## src/rtl/mic_frame_scheduler_pkg.sv

```systemverilog
// Shared types and helpers for the microphone frame scheduler.
package mic_pkg;

    localparam int SAMP_W = 18;
    localparam int NSAMP  = 16;
    localparam int PEAK_W = SAMP_W - 1;

    typedef logic signed [SAMP_W-1:0] sample_t;

    typedef enum logic [2:0] {
        IDLE,
        START,
        WAIT,
        SCAN,
        HOLD
    } sched_state_t;

    localparam sample_t            SAMP_MIN = {1'b1, {(SAMP_W-1){1'b0}}};
    localparam logic [PEAK_W-1:0]  PEAK_MAX = '1;

    // Magnitude of a signed sample; the most negative code has no positive
    // twin in SAMP_W bits, so it clips to the largest representable magnitude.
    function automatic logic [PEAK_W-1:0] abs_sat(sample_t x);
        sample_t mag;
        if (x == SAMP_MIN) begin
            return PEAK_MAX;
        end
        mag = x[SAMP_W-1] ? -x : x;
        return mag[PEAK_W-1:0];
    endfunction

endpackage

```

## src/rtl/mic_frame_scheduler_if.sv

```systemverilog
// Frame hand-off channel from the scheduler to the display/FFT consumer.
interface mic_frame_scheduler_if;
    import mic_pkg::*;

    logic                    frm_valid;
    logic                    frm_ready;
    logic [NSAMP*SAMP_W-1:0] frm_data;
    logic [PEAK_W-1:0]       frm_peak;

    modport master (
        output frm_valid,
        output frm_data,
        output frm_peak,
        input  frm_ready
    );

    modport slave (
        input  frm_valid,
        input  frm_data,
        input  frm_peak,
        output frm_ready
    );

endinterface

```

## src/rtl/mic_frame_scheduler_abs_peak.sv

```systemverilog
// Saturating absolute value and running maximum over the samples of a frame.
module mic_abs_peak
    import mic_pkg::*;
(
    input  logic              clk_25,
    input  logic              rst_n,
    input  logic              clr,
    input  logic              en,
    input  sample_t           sample,
    output logic [PEAK_W-1:0] peak
);

    logic [PEAK_W-1:0] mag;

    assign mag = abs_sat(sample);

    // Running maximum; clr restarts it at the beginning of each frame.
    always_ff @(posedge clk_25 or negedge rst_n) begin
        if (!rst_n) begin
            peak <= '0;
        end else if (clr) begin
            peak <= '0;
        end else if (en && (mag > peak)) begin
            peak <= mag;
        end
    end

endmodule

```

## src/rtl/mic_frame_scheduler.sv

```systemverilog
// Frame-rate sequencer for mic_sampler: start pulse, done wait with timeout,
// sample snapshot, peak scan and valid/ready hand-off to the consumer.
//
//  state | meaning
//  IDLE  | waiting for a frame tick
//  START | one-cycle start pulse to mic_sampler, WAIT timer cleared
//  WAIT  | waiting for a fresh rising edge of smp_done, or timeout
//  SCAN  | one sample per cycle into the peak tracker
//  HOLD  | frame presented, waiting for frm_ready
module mic_frame_scheduler
    import mic_pkg::*;
#(
    parameter int FRAME_PERIOD = 416_667,
    parameter int TIMEOUT      = 65_535
) (
    input  logic                    clk_25,
    input  logic                    rst_n,
    input  logic                    enable,
    output logic                    smp_start,
    input  logic                    smp_done,
    input  logic [NSAMP*SAMP_W-1:0] smp_data,
    mic_frame_scheduler_if.master   frm,
    output logic [7:0]              drop_cnt,
    output logic                    err_timeout
);

    localparam int PCNT_W = $clog2(FRAME_PERIOD);
    localparam int TMR_W  = $clog2(TIMEOUT + 1);
    localparam int IDX_W  = $clog2(NSAMP);

    localparam logic [PCNT_W-1:0] PCNT_LAST = PCNT_W'(FRAME_PERIOD - 1);
    // Abort when the timer would reach TIMEOUT, so WAIT lasts at most TIMEOUT cycles.
    localparam logic [TMR_W-1:0]  TMR_LAST  = TMR_W'(TIMEOUT - 1);
    localparam logic [IDX_W-1:0]  IDX_LAST  = IDX_W'(NSAMP - 1);

    sched_state_t            state_q;
    sched_state_t            state_d;
    logic [PCNT_W-1:0]       period_cnt;
    logic                    tick;
    logic [TMR_W-1:0]        wait_tmr;
    logic                    done_q;
    logic                    done_edge;
    logic [NSAMP*SAMP_W-1:0] frame_q;
    logic [IDX_W-1:0]        scan_idx;
    sample_t                 cur_sample;
    logic                    latch;
    logic                    scan_en;
    logic                    timeout_hit;
    logic                    frm_valid_c;

    assign tick       = enable && (period_cnt == PCNT_LAST);
    assign done_edge  = smp_done && !done_q;
    assign cur_sample = frame_q[scan_idx*SAMP_W +: SAMP_W];

    assign frm.frm_valid = frm_valid_c;
    assign frm.frm_data  = frame_q;

    // Frame-rate divider; held at zero while ticks are disabled.
    always_ff @(posedge clk_25 or negedge rst_n) begin
        if (!rst_n) begin
            period_cnt <= '0;
        end else if (!enable || (period_cnt == PCNT_LAST)) begin
            period_cnt <= '0;
        end else begin
            period_cnt <= period_cnt + PCNT_W'(1);
        end
    end

    // FSM state register.
    always_ff @(posedge clk_25 or negedge rst_n) begin
        if (!rst_n) begin
            state_q <= IDLE;
        end else begin
            state_q <= state_d;
        end
    end

    // Next-state and per-state strobes.
    always_comb begin
        state_d     = state_q;
        smp_start   = 1'b0;
        frm_valid_c = 1'b0;
        latch       = 1'b0;
        scan_en     = 1'b0;
        timeout_hit = 1'b0;
        case (state_q)
            IDLE: begin
                if (tick) begin
                    state_d = START;
                end
            end
            START: begin
                smp_start = 1'b1;
                state_d   = WAIT;
            end
            WAIT: begin
                if (done_edge) begin
                    latch   = 1'b1;
                    state_d = SCAN;
                end else if (wait_tmr == TMR_LAST) begin
                    timeout_hit = 1'b1;
                    state_d     = IDLE;
                end
            end
            SCAN: begin
                scan_en = 1'b1;
                if (scan_idx == IDX_LAST) begin
                    state_d = HOLD;
                end
            end
            HOLD: begin
                frm_valid_c = 1'b1;
                if (frm.frm_ready) begin
                    state_d = IDLE;
                end
            end
            default: state_d = IDLE;
        endcase
    end

    // WAIT timer, cleared while issuing the start pulse.
    always_ff @(posedge clk_25 or negedge rst_n) begin
        if (!rst_n) begin
            wait_tmr <= '0;
        end else if (state_q == START) begin
            wait_tmr <= '0;
        end else if (state_q == WAIT) begin
            wait_tmr <= wait_tmr + TMR_W'(1);
        end
    end

    // Done history for edge detection; a level already high in WAIT is not an edge.
    always_ff @(posedge clk_25 or negedge rst_n) begin
        if (!rst_n) begin
            done_q <= 1'b0;
        end else begin
            done_q <= smp_done;
        end
    end

    // Snapshot of the sampler output and scan index.
    always_ff @(posedge clk_25 or negedge rst_n) begin
        if (!rst_n) begin
            frame_q  <= '0;
            scan_idx <= '0;
        end else if (latch) begin
            frame_q  <= smp_data;
            scan_idx <= '0;
        end else if (scan_en) begin
            scan_idx <= scan_idx + IDX_W'(1);
        end
    end

    // Overrun counter and sticky timeout flag.
    always_ff @(posedge clk_25 or negedge rst_n) begin
        if (!rst_n) begin
            drop_cnt    <= '0;
            err_timeout <= 1'b0;
        end else begin
            if (tick && (state_q != IDLE) && (drop_cnt != 8'hFF)) begin
                drop_cnt <= drop_cnt + 8'd1;
            end
            if (timeout_hit) begin
                err_timeout <= 1'b1;
            end
        end
    end

    mic_abs_peak u_abs_peak (
        .clk_25 (clk_25),
        .rst_n  (rst_n),
        .clr    (latch),
        .en     (scan_en),
        .sample (cur_sample),
        .peak   (frm.frm_peak)
    );

endmodule

```

## src/flat_wrapper.sv

```systemverilog
// flat-port wrapper written by rule: the top's interface ports become plain ports
module mic_frame_scheduler_flat import mic_pkg::*;
#(
    parameter int FRAME_PERIOD = 416_667,
    parameter int TIMEOUT      = 65_535
)
  (clk_25, rst_n, enable, smp_start, smp_done, smp_data, drop_cnt, err_timeout, frm_frm_valid, frm_frm_data, frm_frm_peak, frm_frm_ready);
  mic_frame_scheduler_if frm_i ();
  input  logic clk_25;
  input  logic rst_n;
  input  logic enable;
  output logic smp_start;
  input  logic smp_done;
  input  logic [NSAMP*SAMP_W-1:0] smp_data;
  output logic [7:0] drop_cnt;
  output logic err_timeout;
  output wire logic [$bits(frm_i.frm_valid)-1:0] frm_frm_valid;
  output wire logic [$bits(frm_i.frm_data)-1:0] frm_frm_data;
  output wire logic [$bits(frm_i.frm_peak)-1:0] frm_frm_peak;
  input wire logic [$bits(frm_i.frm_ready)-1:0] frm_frm_ready;
  assign frm_frm_valid = frm_i.frm_valid;
  assign frm_frm_data = frm_i.frm_data;
  assign frm_frm_peak = frm_i.frm_peak;
  assign frm_i.frm_ready = frm_frm_ready;
  mic_frame_scheduler #(.FRAME_PERIOD(FRAME_PERIOD), .TIMEOUT(TIMEOUT)) u_core (.clk_25(clk_25), .rst_n(rst_n), .enable(enable), .smp_start(smp_start), .smp_done(smp_done), .smp_data(smp_data), .frm(frm_i), .drop_cnt(drop_cnt), .err_timeout(err_timeout));
endmodule
```

## config.mk

```make
export PLATFORM = sky130hd
export DESIGN_NAME = mic_frame_scheduler_flat
export DESIGN_NICKNAME = d
export VERILOG_FILES = /design/src/rtl/mic_frame_scheduler_pkg.sv /design/src/rtl/mic_frame_scheduler_if.sv /design/src/rtl/mic_frame_scheduler_abs_peak.sv /design/src/rtl/mic_frame_scheduler.sv /design/src/flat_wrapper.sv
export SDC_FILE = /design/constraint.sdc
export NUM_CORES = 1
export LEC_CHECK = 0
export CORE_AREA = 2 2 235 237
export CTS_CLUSTER_SIZE = 8
export DETAILED_ROUTE_END_ITERATION = 12
export DIE_AREA = 0 0 237 239
export DONT_BUFFER_PORTS = 1
export PLACE_DENSITY = 0.48
export SLEW_MARGIN = 20
export SYNTH_ARGS = -nofsm -noshare
export SYNTH_HDL_FRONTEND = slang
export SYNTH_SLANG_ARGS = --single-unit
```

## constraint.sdc

```tcl
create_clock -name clk_25 -period 6.4 [get_ports clk_25]
set_input_delay 0.96 -clock clk_25 [delete_from_list [all_inputs] [get_ports clk_25]]
set_output_delay 0.96 -clock clk_25 [all_outputs]
set_load 0.05 [all_outputs]
```

==> metrics.txt <==
number of cells after detailed placement=2,425; Req. time, crit path=6860 ps; Setup Viol. Count Final=0; die width=237 um; pin count of the biggest net entering global routing=358; fin cells=2,488; Setup Total Neg Slack=0 ps; TritonCTS clock tree=done; std cell rows=86; GPL Wtd Cong=0.8815; Setup Skew=43.24 ps; hold buffers post-CTS=0; Cells after Synth=1,799; M1 GR Usage=0.2608; PD cells=303.1 nW/um^2; worst path arrival time=6190 ps; PortBufs=0; postcts setup bufs=0; antenna violations before repair=2; Max stage delay on crit path=830 ps; share of layout cells above drive strength 1=0.09708; grt met2 use=0.3744; Total Wirelength=64,060 um; GRT busiest layer=met2; first-pass GRT wire length=91,760 um; synth unique cells=53; antenna-violating nets left=0; final-stage net count=2,091; status=finished, violations left; commonest non-fill, non-tap cell in the layout=nand2_1; DR iter-0 viols=922; Critical Path, Cell by Cell=buf_12, mux4_2, a22oi_1, nand2_1, or4_1, or3_1, or2_1, nand2_1, ha_1, a21o_1, a21oi_1, a21oi_1, a211oi_1, o211ai_1, nand3_1, buf_4, a21oi_1, a31o_2; grt total ovfl=0; Slew Limit Fails=193; R2R depth=18; Post-synth top flop=dfrtp_1; routed length per instance=25.75 um; Setup crit start kind=flop; Avg Inst Size Synth=9.368 um^2; RSZ-0062 raised after global routing=false; post-synthesis sequential area ratio=0.5301; relative slew slack=-0.4259; Netlist Area Pre-Place=16,850 um^2; Yosys warnings=0; reg-to-reg startpoint=u_core.scan_idx[0]; CORE AREA=54,340 um^2; slowest cell on the critical path=dfrtp_4; die area=56,640 um^2; Final period util=0.8953; met3 global-route usage=0.08152; Die Ht=239 um; crit-path most repeated cell=a21oi_1; Post-route DRC=0; number of synthesized flops with an enable pin=0; Hold Vio Cnt, Final=0; overall routing resource usage=0.2209; commonest non-fill, non-tap cells in the layout=914 x nand2_1, 355 x dfrtp_1, 72 x mux4_2, 52 x clkbuf_16, 42 x nor2_1; min cycle time layout=5730 ps; first-pass iteration count of the detailed router=6; P_leak=9.431 nW; FF-to-FF setup slack=670 ps; Initial Util=0.3101; Setup CP Type=reg2reg; CTS root buf=clkbuf_16; Synthesized Nets=2,116; I/O pin cnt=609; H-tree depth=2; Vias=12.81k; max_cap viols=0; clk_lat worst skew=610 ps; CTS buffer count=51; Reg clk slew, reported paths=60 ps; Post-synth ARST share=1.000; crit path max fanout=27; drt via density=5.149; Synth Register Bits=357; HP Class=in2async; nature of the critical path endpoint=flop; FF-to-FF End=u_core.u_abs_peak.peak[10]; number of global-route vias before repair=12.83k; Worst-Margin Slew=2139 ps; Post-CTS Resized=0; Peak supply drop=0.0001944 V; HPWL after DPL=48,190 um; failing checks=max-slew violations; # clock sinks=357; Clock Tree Buf Depth=3; Area growth syn-to-layout=12.17%; fmax=174.5 MHz
[cell families after synthesis]
kind of cell / Yosys count / synth area share
fa+ha+maj: 24 / 0.01782
xor+xnor: 40 / 0.02079
buf+inv: 131 / 0.03386
simple gates: 1052 / 0.2462
compound gates: 109 / 0.04373
flops: 357 / 0.5301
mux: 86 / 0.1075
[worst max-delay path, delay by kind of cell, from the launching register on]
| family | cells | cell delay (ps) |
|---|---|---|
| adder cells (fa/ha/maj) | 1 | 260 |
| AO/OA/AOI/OAI | 8 | 1380 |
| AND/OR/NAND/NOR | 6 | 2000 |
| multiplexers | 1 | 540 |
| buffers and inverters | 2 | 550 |
| flip-flops | 1 | 830 |
[synthesized netlist by cell type, types with 3 or more instances]
cell type,n,share of area
nor2_1,43,0.0096
xor2_1,19,0.0099
buf_1,11,0.0025
o21ai_0,17,0.0050
a31o_2,13,0.0068
nand2_1,914,0.20
and3_1,10,0.0037
buf_6,9,0.0060
a21o_1,7,0.0031
ha_1,24,0.018
mux4_2,72,0.096
clkbuf_1,74,0.016
nand4_1,8,0.0030
mux2i_1,10,0.0059
xnor2_1,21,0.011
buf_2,6,0.0018
mux4_1,3,0.0047
nand3_1,38,0.011
or3_1,3,0.0011
a22oi_1,24,0.011
a21oi_1,22,0.0065
nor3_1,10,0.0030
dfrtp_1,357,0.53
nor2b_1,3,0.0011
a31oi_1,8,0.0030
o211ai_1,3,0.0013
o21bai_1,3,0.0013
inv_1,30,0.0067
or2_2,3,0.0011
nor4_1,5,0.0019
[how the worst max path moves through the flow]
stage                                   from  slack, ps                          to
after CTS                 u_core.scan_idx[0]        650  u_core.u_abs_peak.peak[10]
after global routing      u_core.scan_idx[0]        250  u_core.u_abs_peak.peak[10]
final                     u_core.scan_idx[0]        670  u_core.u_abs_peak.peak[10]
after detailed placement  u_core.scan_idx[0]        720  u_core.u_abs_peak.peak[10]
after global placement    u_core.scan_idx[0]        810   u_core.u_abs_peak.peak[9]
after floorplan           u_core.scan_idx[1]       1240  u_core.u_abs_peak.peak[15]
[flip-flops by register name, indices dropped and copies added (netlist names)]
name and count:
u_core.period_cnt 19, u_core.drop_cnt 8, u_core.done_q 1, u_core.wait_tmr 16, u_core.state_q 3, u_core.frm.frm_data 288, u_core.u_abs_peak.peak 17, u_core.err_timeout 1
u_core.scan_idx 4
[layer usage]
metal / vias up / part of all wire
met3: 92 / 0.097
met1: 6332 / 0.38
li1: 5861 / -
met2: 523 / 0.50
met5: - / 0.00022
met4: 2 / 0.026
[per-stage QoR]
stage	setup slack [ps]	power (mW)	hold slack [ps]	area, um^2	util
4_1_cts	650.5	5.814	42.30	18900	0.3478
3_5_place_dp	716.3	3.308	465.4	17500	0.3221
3_3_place_gp	812.7	3.306	457.1	17500	0.3221
6_report	669.9	5.730	110.2	18900	0.3479
2_1_floorplan	1242	3.108	440.0	16850	-
5_1_grt	254.0	5.946	63.15	18900	0.3478
[area by class of cell]
cell class,instances,area (um^2)
Sequential cell,357,8941
Timing Repair Buffer,23,210.2
Antenna cell,2,5.005
Multi-Input combinational cell,1311,7358
Clock buffer,58,1344
Clock inverter,3,51.30
Fill cell,5555,35440
Inverter,30,112.6
Tap cell,704,880.8
[power by group]
part / total, mW / internal (mW) / switching, mW
registers: 2.84 / 2.35 / 0.496
logic: 0.416 / 0.195 / 0.221
clock network: 2.47 / 1.46 / 1.01
(Power assumes the default switching activity.)
